`config.mk`:
```
export PLATFORM = sky130hd
export DESIGN_NAME = pc_unit
export DESIGN_NICKNAME = d
export VERILOG_FILES = /design/src/rtl/pc_unit.sv
export SDC_FILE = /design/constraint.sdc
export NUM_CORES = 1
export LEC_CHECK = 0
export ABC_CLOCK_PERIOD_IN_PS = 5100
export BUFFER_PORTS_ARGS = -buffer_cell sky130_fd_sc_hd__buf_2
export CAP_MARGIN = 10
export CORE_MARGIN = 8
export CORE_UTILIZATION = 45
export DETAILED_ROUTE_END_ITERATION = 8
export GPL_ROUTABILITY_DRIVEN = 1
export PLACE_DENSITY_LB_ADDON = 0.25
export SETUP_SLACK_MARGIN = 0.2
export SLEW_MARGIN = 0
export SYNTH_ARGS = -nofsm -noshare
export SYNTH_HDL_FRONTEND = slang
export SYNTH_SLANG_ARGS = --single-unit
export TNS_END_PERCENT = 1
```
`constraint.sdc`:
```
create_clock -name clk -period 5.1 [get_ports clk]
set_input_delay 0 -clock clk [delete_from_list [all_inputs] [get_ports clk]]
set_output_delay 0 -clock clk [all_outputs]
set_load 0.01 [all_outputs]
```
`src/rtl/pc_unit.sv`:
```
// Fetch program counter with trap/branch/return redirects and a run/halt FSM.
// Optional return-address stack enabled by defining PC_RAS_EN.
module pc_unit #(
  parameter int              XLEN         = 32,
  parameter logic [XLEN-1:0] RESET_VECTOR = '0,
  parameter int              INC          = 4,
  parameter int              ALIGN_BITS   = 2,
  parameter int              RAS_DEPTH    = 4
) (
  input  logic            clk,
  input  logic            reset,
  input  logic            stall,
  input  logic            imem_ready,
  input  logic            br_taken,
  input  logic [XLEN-1:0] br_target,
  input  logic            trap,
  input  logic [XLEN-1:0] trap_vector,
  input  logic            ras_push,
  input  logic            ras_pop,
  output logic [XLEN-1:0] pc,
  output logic            pc_valid,
  output logic [XLEN-1:0] pc_next_seq,
  output logic            misalign,
  output logic [XLEN-1:0] ras_top,
  output logic            ras_valid
);

  // state  | meaning
  // S_BOOT | first cycle after reset, no fetch issued yet
  // S_RUN  | fetching, redirects honoured
  // S_HALT | stopped after a misaligned branch, waits for a trap
  typedef enum logic [1:0] {S_BOOT, S_RUN, S_HALT} state_t;

  localparam logic [XLEN-1:0] ALIGN_MASK = ~((XLEN'(1) << ALIGN_BITS) - XLEN'(1));

  state_t          state_q, state_d;
  logic [XLEN-1:0] pc_q, pc_d;
  logic            misalign_q, misalign_d;
  logic            pop_taken;
  logic            ras_valid_i;
  logic [XLEN-1:0] ras_top_i;
  logic [XLEN-1:0] trap_pc;
  logic            br_misaligned;

  assign trap_pc       = trap_vector & ALIGN_MASK;
  assign br_misaligned = |(br_target & ~ALIGN_MASK);
  assign pc_next_seq   = pc_q + XLEN'(INC);

  always_comb begin
    state_d    = state_q;
    pc_d       = pc_q;
    misalign_d = 1'b0;
    pop_taken  = 1'b0;
    unique case (state_q)
      S_BOOT: begin
        state_d = S_RUN;
        if (trap) pc_d = trap_pc;
      end
      S_RUN: begin
        if (trap) begin
          pc_d = trap_pc;
        end else if (br_taken) begin
          if (br_misaligned) begin
            misalign_d = 1'b1;
            state_d    = S_HALT;
          end else begin
            pc_d = br_target;
          end
        end else if (ras_pop && ras_valid_i) begin
          pc_d      = ras_top_i;
          pop_taken = 1'b1;
        end else if (imem_ready && !stall) begin
          pc_d = pc_next_seq;
        end
      end
      S_HALT: begin
        if (trap) begin
          state_d = S_RUN;
          pc_d    = trap_pc;
        end
      end
      default: state_d = S_BOOT;
    endcase
  end

  always_ff @(posedge clk or negedge reset) begin
    if (!reset) begin
      state_q    <= S_BOOT;
      pc_q       <= RESET_VECTOR;
      misalign_q <= 1'b0;
    end else begin
      state_q    <= state_d;
      pc_q       <= pc_d;
      misalign_q <= misalign_d;
    end
  end

`ifdef PC_RAS_EN
  localparam int PW = (RAS_DEPTH > 1) ? $clog2(RAS_DEPTH) : 1;
  localparam int CW = $clog2(RAS_DEPTH + 1);

  logic [XLEN-1:0] ras_mem_q [RAS_DEPTH];
  logic [XLEN-1:0] ras_mem_d [RAS_DEPTH];
  logic [PW-1:0]   ptr_q, ptr_d, ptr_inc;
  logic [CW-1:0]   cnt_q, cnt_d;

  assign ptr_inc     = ptr_q + PW'(1);
  assign ras_valid_i = (cnt_q != '0);
  assign ras_top_i   = ras_valid_i ? ras_mem_q[ptr_q] : '0;

  // Circular buffer: a push when full silently overwrites the oldest entry.
  always_comb begin
    ras_mem_d = ras_mem_q;
    ptr_d     = ptr_q;
    cnt_d     = cnt_q;
    if (ras_push && pop_taken) begin
      ras_mem_d[ptr_q] = pc_next_seq;
    end else if (ras_push) begin
      ras_mem_d[ptr_inc] = pc_next_seq;
      ptr_d              = ptr_inc;
      if (cnt_q != CW'(RAS_DEPTH)) cnt_d = cnt_q + CW'(1);
    end else if (pop_taken) begin
      ptr_d = ptr_q - PW'(1);
      cnt_d = cnt_q - CW'(1);
    end
  end

  always_ff @(posedge clk or negedge reset) begin
    if (!reset) begin
      for (int i = 0; i < RAS_DEPTH; i++) ras_mem_q[i] <= '0;
      ptr_q <= '0;
      cnt_q <= '0;
    end else begin
      ras_mem_q <= ras_mem_d;
      ptr_q     <= ptr_d;
      cnt_q     <= cnt_d;
    end
  end
`else
  logic unused_ras;
  assign ras_valid_i = 1'b0;
  assign ras_top_i   = '0;
  assign unused_ras  = ras_push ^ pop_taken;
`endif

  assign pc        = pc_q;
  assign pc_valid  = (state_q == S_RUN);
  assign misalign  = misalign_q;
  assign ras_top   = ras_top_i;
  assign ras_valid = ras_valid_i;

endmodule

```
==> results.yml, run 1 <==
clock_tree:
  clock-sinks: 35
  cts_buffer_depth: 2
  cts_setup_buffers: 0
  cts_max_level: 2
  numCtsBuffers: 5
  cts_tree: "yes"
  cts-root-buf: "clkbuf_8"
  insertion_delay_ns: 0.28
  clkSlewWorstSetupHoldPaths_ns: 0.07
layout:
  regArea_sq_um: 876
  syn2layout_area_growth_pct: 23.6
  fin_area_sq_um: 3660
  fin_cells: 583
  n_antenna_cell: 0
  fin_util_pct: 57.7
  multiInputGateArea_sq_um: 1830
  fillCellCount: 634
  fin_nets: 578
  layout-drive-gt1-share_pct: 30.2
worst_setup_path:
  startpoint_type: "register"
  cp.depth: 6
  worstReg2RegEnd: "pc[28]"
  crit_end: "pc_next_seq[24]"
  cp-startpoint: "pc[2]"
  cp_slowest_cell: "nor4bb_1"
  cp_slowest_stage_delay_ns: 0.55
  crit_type: "reg -> out"
  r2r_setup_slack_ns: 2.68
  timing.rr.start: "pc[2]"
  crit_chain: "ha_1, nand3_1, nor2_1, nor4bb_1, xor2_1, buf_2"
  path_buf_inv: 1
  crit_fanout: 7
  endpoint_kind: "output port"
  reg2reg_depth: 6
  cp.arrival_ns: 2.48
  cpLargestDelayFamily: "simple AND/OR/NAND/NOR gates"
  required_ns: 5.10
logic_synthesis:
  synth_largest_area_cell: "dfrtp_1"
  yosysSeqAreaShare_pct: 29.6
  synth_edf_count: 0
  ys_ff_latch: 35
  yosys_warnings: 0
  ys.flop_type: "dfrtp_1"
  async_flop_share_pct: 100
  synth_cells: 385
  synth_cell_types: 54
  synth_top_area_share_pct: 29.6
  syn_avg_cell_area_sq_um: 7.70
  synthTopCellsByArea: "dfrtp_1, buf_4, a21oi_1, o21ai_0, xnor2_1"
  syn_area_sq_um: 2960
sta:
  setup-tns-final_ns: 0
  finalHoldViolations: 0
  tightest_slew_ns: 1.10
  max-slew-margin-rel_pct: 26.4
  finalCriticalPeriod_ns: 2.48
  max_freq_mhz: 403
  fin_skew_ns: 0.00469
  fin_ws_ns: 2.62
  period_share_pct: 48.6
  rsz0062_at_grt: "no"
  drv_slew: 0
  whs_ns: 0.0133
  final-setup-viol-count: 0
floorplanning:
  coreArea_sq_um: 6350
  die_w_um: 97.1
  io-pin-count: 171
  die-area_sq_um: 9440
  die_y_um: 97.1
  rows: 29
  start_util_pct: 46.7
drt:
  drt-met1-wl_um: 4200
  wl_per_cell_um: 16.9
  met2_length_um: 4720
  routed-wl-met3_um: 857
  avgViaCountPerCell: 5.50
  vias: 3208
  drt_iter0_drc: 187
  drc: 0
  first_pass_iters: 4
  highest_layer: "met4"
  wl_um: 9820
  ant_nets: 0
placed_design:
  post-dp-hpwl_um: 7130
  place_area_sq_um: 3520
  dp_slack_ns: 2.38
  dp_cells: 571
  routabilityCongestion: 0.828
  portBuffers: 133
power_and_ir_drop:
  power_density_nw_per_um2: 333
  total_power_mw: 1.22
  ir_drop_mv: 0.165
  p_leak_nw: 1.80
run:
  drv_cap: 0
outcome:
  status: "completed"
grt:
  grt_usage_pct: 20.3
  overflow: 0
  grt_first_pass_wirelength_um: 16400
  antenna_found_initial: 0
  grt_max_degree: 47
  grt_pass1_vias: 3290
hold_path:
  hp-class: "in -> reg"
[per-layer routing]
metal  up-vias  track usage, %
li1       1553               -
met1      1501            24.6
met2       150            33.3
met3         4            7.54
met4         0            4.26
met5         -               0
[layout by cell type, fill, tap and decap left out, types with 2 or more instances in the layout]
cell	synthesis	layout
nand2b_1	4	4
dlygate4sd3_1	0	4
or3_1	2	2
a21oi_1	39	39
nand2_1	31	31
buf_2	1	133
nor2_1	26	26
o21ai_0	33	33
a21boi_0	2	2
nand4_2	2	2
inv_1	12	12
xnor2_1	16	16
and3_1	12	12
a221oi_1	3	3
buf_4	35	2
and2_1	3	3
and4_1	2	2
nor3_1	9	9
clkbuf_8	0	7
o211ai_1	4	4
dfrtp_1	35	35
a211oi_1	2	2
nand3_1	17	17
o22ai_1	7	7
nand4_1	6	6
a22o_1	2	2
nor4_1	6	6
xor2_1	12	12
or4_1	2	2
or2_2	2	2
o41ai_1	2	2
conb_1	1	33
mux2i_1	3	3
o31a_1	9	9
[area by class of cell]
| type | instances | share of cell area [%] |
|---|---|---|
| sequential | 35 | 23.9 |
| clock buffer | 8 | 2.73 |
| tap | 77 | 2.63 |
| multi-input combinational | 312 | 49.8 |
| inverter | 12 | 1.23 |
| timing repair buffer | 139 | 19.7 |
[where the power goes]
group,internal (mW),leakage [nW],total [mW],switching [mW]
clock,0.123,0.0515,0.225,0.102
combinational,0.227,1.33,0.538,0.311
sequential,0.340,0.424,0.455,0.115
[worst min-delay path: stages]
cell     delay (ns)
buf_2          0.07
a21oi_1        0.05
a21oi_1        0.13
[Yosys cell counts, drive strengths merged (2+ instances only)]
master and n:
o31a 10, a211oi 2, nand3 18, o21ai 34
buf 37, or3 2, or2 2, xnor2 16
and4 2, a22o 2, xor2 12, a221oi 3
and3 12, inv 12, o22ai 7, or4 3
nand4 9, a21boi 2, mux2i 3, o211ai 4
clkbuf 21, nor3 9, nor4 6, nor2 27
nor2b 2, nand2 31, o41ai 2, nand2b 4
and2 3, a21oi 39, dfrtp 35
[registers in the layout, summed over array words and instances (netlist names)]
signal    count
misalign      1
state_q       2
pc           32
[how the worst min path moves through the flow]
stage	startpoint	end	slack (ns)	cells past startpoint
global placement	reset	pc[8]	0.14	1
CTS	trap_vector[8]	pc[8]	0.004	3
global route	trap_vector[5]	pc[5]	0.02	3
detailed placement	reset	pc[8]	0.15	1
finish	trap_vector[8]	pc[8]	0.01	3
floorplan	reset	misalign	-0.30	0
[cells by family after synthesis]
logic type / Yosys count / share of synthesized area, %
compound gates: 115 / 23.6
simple gates: 132 / 23.6
other cells: 1 / 0.127
buf+inv: 70 / 13.3
xor+xnor: 28 / 8.28
fa+ha+maj: 1 / 0.422
flops: 35 / 29.6
mux: 3 / 1.01
[timing repair]
item                                   4_1_cts  5_1_grt
endpoints found under the hold margin       38        0
hold buffers                                 4        0
resized for setup                            0        0
Power figures use the tool's default switching activity.
==> run 2: changes to the inputs <==
--- a/config.mk
+++ b/config.mk
@@ -5,7 +5,8 @@
 export SDC_FILE = /design/constraint.sdc
 export NUM_CORES = 1
 export LEC_CHECK = 0
-export ABC_CLOCK_PERIOD_IN_PS = 5100
+export ABC_AREA = 1
+export ABC_CLOCK_PERIOD_IN_PS = 2410
 export BUFFER_PORTS_ARGS = -buffer_cell sky130_fd_sc_hd__buf_2
 export CAP_MARGIN = 10
 export CORE_MARGIN = 8
==> constraint.sdc (replaced) <==
create_clock -name clk -period 2.41 [get_ports clk]
set_input_delay 0 -clock clk [delete_from_list [all_inputs] [get_ports clk]]
set_output_delay 0 -clock clk [all_outputs]
set_load 0.01 [all_outputs]
==> run 2 against run 1 <==
Area after synthesis increased by 7.4%. Die area grew 6.2%. Largest cell class unchanged. Largest power group unchanged. Critical path type unchanged. Total power rose to 2.6 times the previous value. Highest routed layer unchanged.
==> results.yml, run 2 <==
logic_synthesis:
  synth_top_area_share_pct: 27.5
  synth_cells: 493
  ys.flop_type: "dfrtp_1"
  yosysMostFrequentCell: "nand2_1"
  async_flop_share_pct: 100
  syn_avg_cell_area_sq_um: 6.46
  synth_largest_area_cell: "dfrtp_1"
  synthTopCellsByArea: "dfrtp_1, nand2_1, nor2_1, buf_4, nand3_1"
  synthTopCellsByCount: "nand2_1, nor2_1, inv_1"
  yosys_warnings: 0
  syn_area_sq_um: 3180
  yosysSeqAreaShare_pct: 27.5
  ys_ff_latch: 35
  synth_cell_types: 30
  synth_edf_count: 0
power_and_ir_drop:
  p_int_mw: 1.72
  ir_drop_mv: 0.399
  total_power_mw: 3.21
  p_leak_nw: 2.21
  p_sw_mw: 1.49
  clkPwrFrac_pct: 18.4
  comb_power_share_pct: 50.5
  power_density_nw_per_um2: 801
  switching_share_pct: 46.3
  power_frac_seq_pct: 31.1
grt:
  grt_first_pass_wirelength_um: 16300
  overflow: 0
  grt.met1_usage_pct: 23.4
  grt_max_degree: 39
  use_met3_pct: 4.43
  top_usage_layer: "met2"
  antenna_found_initial: 0
  grt_pass1_vias: 3532
  grt_usage_pct: 19.8
  grt_util_met2_pct: 34.6
drt:
  ant_nets: 0
  avgViaCountPerCell: 4.74
  wl_um: 10100
  drc: 0
  vias: 3433
  wl_per_cell_um: 14.0
  drt_iter0_drc: 166
  first_pass_iters: 4
worst_setup_path:
  timing.rr.start: "pc[2]"
  cp_slowest_stage_delay_ns: 0.43
  cp-startpoint: "pc[2]"
  path_buf_inv: 1
  cp.arrival_ns: 1.92
  endpoint_kind: "output port"
  cpLargestDelayFamily: "simple AND/OR/NAND/NOR gates"
  crit_type: "reg -> out"
  crit_fanout: 5
  cp_slowest_cell: "dfrtp_1"
  startpoint_type: "register"
  crit_chain: "ha_1, nand2_1, nor2_2, nand2_4, nor2_4, nand2_1, nand2_1, nand2_1, buf_2"
  cp_common_cell: "nand2_1"
  required_ns: 2.41
clock_tree:
  cts-root-buf: "clkbuf_8"
  clkSlewWorstSetupHoldPaths_ns: 0.09
  cts_resized: 0
  numCtsBuffers: 5
  clock-sinks: 35
  cts_buffer_depth: 2
  insertion_delay_ns: 0.30
  cts_max_level: 2
  cts_tree: "yes"
layout:
  syn2layout_area_growth_pct: 25.9
  fin_nets: 700
  layout-drive-gt1-share_pct: 27.5
  final_common_cell: "nand2_1"
  largest_reg_flops: 32
  n_antenna_cell: 0
  layout.cells.most_common_list: "nand2_1, buf_2, nor2_1"
  fin_cells: 724
sta:
  finalHoldViolations: 0
  finalCriticalPeriod_ns: 1.92
  drv_slew: 0
  setup-tns-final_ns: 0
  final-setup-viol-count: 0
  max-slew-margin-rel_pct: 44.2
  rsz0062_at_grt: "no"
  tightest_slew_ns: 0.836
  whs_ns: 0.00397
  period_share_pct: 79.6
  max_freq_mhz: 521
  fin_skew_ns: 0.0112
placed_design:
  dp_cells: 707
  routabilityCongestion: 0.908
  portBuffers: 133
  post-dp-hpwl_um: 8010
run:
  drv_cap: 0
outcome:
  status: "completed"
floorplanning:
  rows: 30
  start_util_pct: 46.6
  die_y_um: 100
  io-pin-count: 171
  die_w_um: 100
  die-area_sq_um: 10000
  coreArea_sq_um: 6830
hold_path:
  hp-class: "in -> reg"
  hold_start: "trap_vector[3]"
-- run 2: what timing repair did --
| action | in CTS | in global routing |
|---|---|---|
| setup endpoints to repair | 0 | 0 |
| setup buffers | 0 | 0 |
| hold buffers | 8 | 1 |
| hold endpoints to repair | 42 | 1 |
-- run 2: worst paths after layout --
check	to	slack, ns	depth (start not counted)
setup / recovery	pc_next_seq[20]	0.49	9
hold / removal	pc[3]	0.004	5
setup reg to reg	pc[28]	0.67	10
hold reg to reg	state_q[0]	0.49	1
max in group asynchronous	pc[29]	1.53	2
min in group asynchronous	state_q[1]	0.33	2
-- run 2: metrics by stage --
| step | setup WS [ns] | util, % | instance area, sq um |
|---|---|---|---|
| global route | 0.353 | 58.7 | 4010 |
| detailed placement | 0.693 | 55.6 | 3800 |
| global placement | 0.721 | 55.6 | 3800 |
| CTS | 0.487 | 58.5 | 4000 |
| floorplan | 0.811 | - | 3300 |
| finish | 0.491 | 58.7 | 4010 |
-- run 2: routing by layer --
layer	vias to the layer above	wire length [um]
met1	1543	4380
met2	120	4850
met4	0	189
met5	-	0
met3	13	686
li1	1757	-
-- run 2: area by class of cell --
cell class,count,area [sq um]
clock buffers,6,82.6
clock inverters,2,38.8
fillers,713,2820
inverters,44,165
multi-input cells,394,1920
flip-flops and latches,35,876
well taps,96,120
repair buffers,147,806
-- run 2: logic make-up after synthesis --
group	Yosys count	synth area share, %
buffers and inverters	96	16.0
other	1	0.118
flip-flops	35	27.5
XOR/XNOR	14	5.27
AO/OA/AOI/OAI	68	13.2
AND/OR/NAND/NOR	278	37.5
adder cells (fa/ha/maj)	1	0.393
-- run 2: worst reg2reg max path: stages (launching register included) --
cell,delay [ns]
dfrtp_1,0.43
ha_1,0.23
nand2_1,0.09
nor2_2,0.18
nand2_4,0.13
nor2_4,0.21
nand2_1,0.08
nand2_1,0.07
nand3_1,0.06
nand2_1,0.08
a21oi_1,0.06
-- run 2: power by group through the flow --
stage	combinational [mW]	clock, mW	sequential [mW]
finish	1.62	0.589	0.999
global route	1.81	0.624	1.03
CTS	1.63	0.598	1.00
detailed placement	1.62	0	1.01
global placement	1.59	0	1.00
floorplan	0.975	0	1.03
==> run 3: changes to the inputs <==
--- a/config.mk
+++ b/config.mk
@@ -6,7 +6,7 @@
 export NUM_CORES = 1
 export LEC_CHECK = 0
 export ABC_AREA = 1
-export ABC_CLOCK_PERIOD_IN_PS = 2410
+export ABC_CLOCK_PERIOD_IN_PS = 1900
 export BUFFER_PORTS_ARGS = -buffer_cell sky130_fd_sc_hd__buf_2
 export CAP_MARGIN = 10
 export CORE_MARGIN = 8
==> constraint.sdc (replaced) <==
create_clock -name clk -period 1.9 [get_ports clk]
set_input_delay 0 -clock clk [delete_from_list [all_inputs] [get_ports clk]]
set_output_delay 0 -clock clk [all_outputs]
set_load 0.01 [all_outputs]
==> run 3 against run 2 <==
Flip-flop and latch count did not move. Wire length is 1.6% higher. Hold slack worse by 0.0016 ns. Global-route usage increased by 0.43 points. Critical path type unchanged. Total power up 28%. Utilization rose by 0.64 points. Critical endpoint is now pc_next_seq[17]. Largest cell class unchanged. Highest routed layer unchanged. Clock power up 22%. Combinational power is 31% higher. Cell area rose by 1.1%. Register-to-register slack lost 0.42 ns. Critical path depth is 2 lower.
==> results.yml, run 3 (synthesis results as in run 2) <==
drt:
  vias: 3489
  ant_nets: 0
  drt-met1-wl_um: 4470
  met2_length_um: 4960
  drt_iter0_drc: 281
  first_pass_iters: 4
  drc: 0
  avgViaCountPerCell: 4.80
  routed-wl-met3_um: 708
  wl_um: 10300
  wl_per_cell_um: 14.1
  highest_layer: "met4"
layout:
  syn2layout_area_growth_pct: 27.3
  final_common_cell: "nand2_1"
  layout.cells.most_common_list: "nand2_1, buf_2, nor2_1"
  largest_reg_flops: 32
  layout-drive-gt1-share_pct: 29.5
  fin_nets: 703
  n_antenna_cell: 0
  fin_cells: 727
  fin_area_sq_um: 4050
floorplanning:
  start_util_pct: 46.6
  rows: 30
  die_y_um: 100
  coreArea_sq_um: 6830
  die-area_sq_um: 10000
  io-pin-count: 171
  die_w_um: 100
worst_setup_path:
  startpoint_type: "register"
  cp_common_cell: "nor2_4"
  crit_chain: "buf_4, inv_1, nor2_4, nand2_4, nor2_4, xor2_2, buf_2"
  cp.arrival_ns: 1.76
  cp_slowest_cell: "dfrtp_1"
  r2r_setup_slack_ns: 0.25
  path_buf_inv: 3
  crit_fanout: 5
  cpLargestDelayFamily: "simple AND/OR/NAND/NOR gates"
  cp-startpoint: "pc[2]"
  worstReg2RegEnd: "pc[20]"
  cp_slowest_stage_delay_ns: 0.38
  required_ns: 1.90
  reg2reg_depth: 7
  endpoint_kind: "output port"
  crit_type: "reg -> out"
  timing.rr.start: "state_q[0]"
grt:
  grt_pass1_vias: 3407
  antenna_found_initial: 0
  overflow: 0
  grt_usage_pct: 20.3
  grt_first_pass_wirelength_um: 16500
  grt_max_degree: 36
clock_tree:
  numCtsBuffers: 5
  clkSlewWorstSetupHoldPaths_ns: 0.09
  cts-root-buf: "clkbuf_8"
  clock-sinks: 35
  cts_buffer_depth: 2
  cts_tree: "yes"
  cts_max_level: 2
  insertion_delay_ns: 0.30
power_and_ir_drop:
  total_power_mw: 4.12
  p_leak_nw: 2.22
  power_density_nw_per_um2: 1020
  ir_drop_mv: 0.481
placed_design:
  routabilityCongestion: 0.934
  post-dp-hpwl_um: 8020
  portBuffers: 133
  place_area_sq_um: 3800
  dp_cells: 708
sta:
  period_share_pct: 92.8
  max-slew-margin-rel_pct: 44.2
  rsz0062_at_grt: "yes"
  max_freq_mhz: 567
  tightest_slew_ns: 0.836
  whs_ns: 0.00233
  finalCriticalPeriod_ns: 1.76
  drv_slew: 0
  fin_skew_ns: 0.00981
  setup-tns-final_ns: 0
  final-setup-viol-count: 0
  finalHoldViolations: 0
outcome:
  status: "completed"
hold_path:
  hold_start: "trap_vector[23]"
  whs_path_depth: 3
  min_to: "pc[23]"
  hp-class: "in -> reg"
run:
  drv_cap: 0
==> run 3: changes by cell type in the layout (fill, tap and decap cells not counted), sizes merged <==
cell         before  now
clkinv            1    2
dlygate4sd3       9    7
buf             138  143
clkbuf            6    5
==> run 3: final cells by class <==
class	count	area (sq um)
tap	96	120
multi-input combinational	394	1940
clock inverter	3	47.5
fill	723	2780
inverter	44	165
timing repair buffer	150	830
clock buffer	5	68.8
sequential	35	878
==> run 3: timing repair <==
item,CTS,global route
setup buffers,4,0
hold buffers,7,0
gates resized for setup,4,8
endpoints found under the hold margin,41,0
endpoints found under the setup margin,25,48
pin swaps,4,4
==> run 3: how the worst max path moves through the flow <==
stage,slack (ns),to,depth (start not counted)
after floorplan,0.30,pc[12],8
after global placement,0.25,pc[28],10
after detailed placement,0.20,pc[28],10
after CTS,0.09,pc_next_seq[28],9
after global routing,0.01,pc_next_seq[20],9
final,0.14,pc_next_seq[17],7
==> run 3: metrics by stage <==
| step | setup slack (ns) | util, % |
|---|---|---|
| global placement | 0.249 | 55.7 |
| finish | 0.137 | 59.3 |
| CTS | 0.0892 | 59.1 |
| global route | 0.0120 | 59.3 |
| floorplan | 0.301 | - |
| detailed placement | 0.204 | 55.7 |
==> run 3: worst min-delay path, stage by stage <==
cell and delay (ns):
buf_2 0.07, a21oi_1 0.05, a21boi_1 0.13
==> run 3: where the power goes <==
part           switching [mW]  leakage (nW)  total, mW  internal [mW]
clock                   0.321        0.0587      0.719          0.398
sequential              0.309         0.407       1.26          0.955
combinational            1.29          1.76       2.13          0.847
==> run 3: metal layers <==
| metal | up-vias | track usage, % |
|---|---|---|
| li1 | 1755 | - |
| met1 | 1583 | 24.5 |
| met2 | 142 | 35.2 |
| met3 | 9 | 4.43 |
| met4 | 0 | 5.12 |
| met5 | - | 0 |
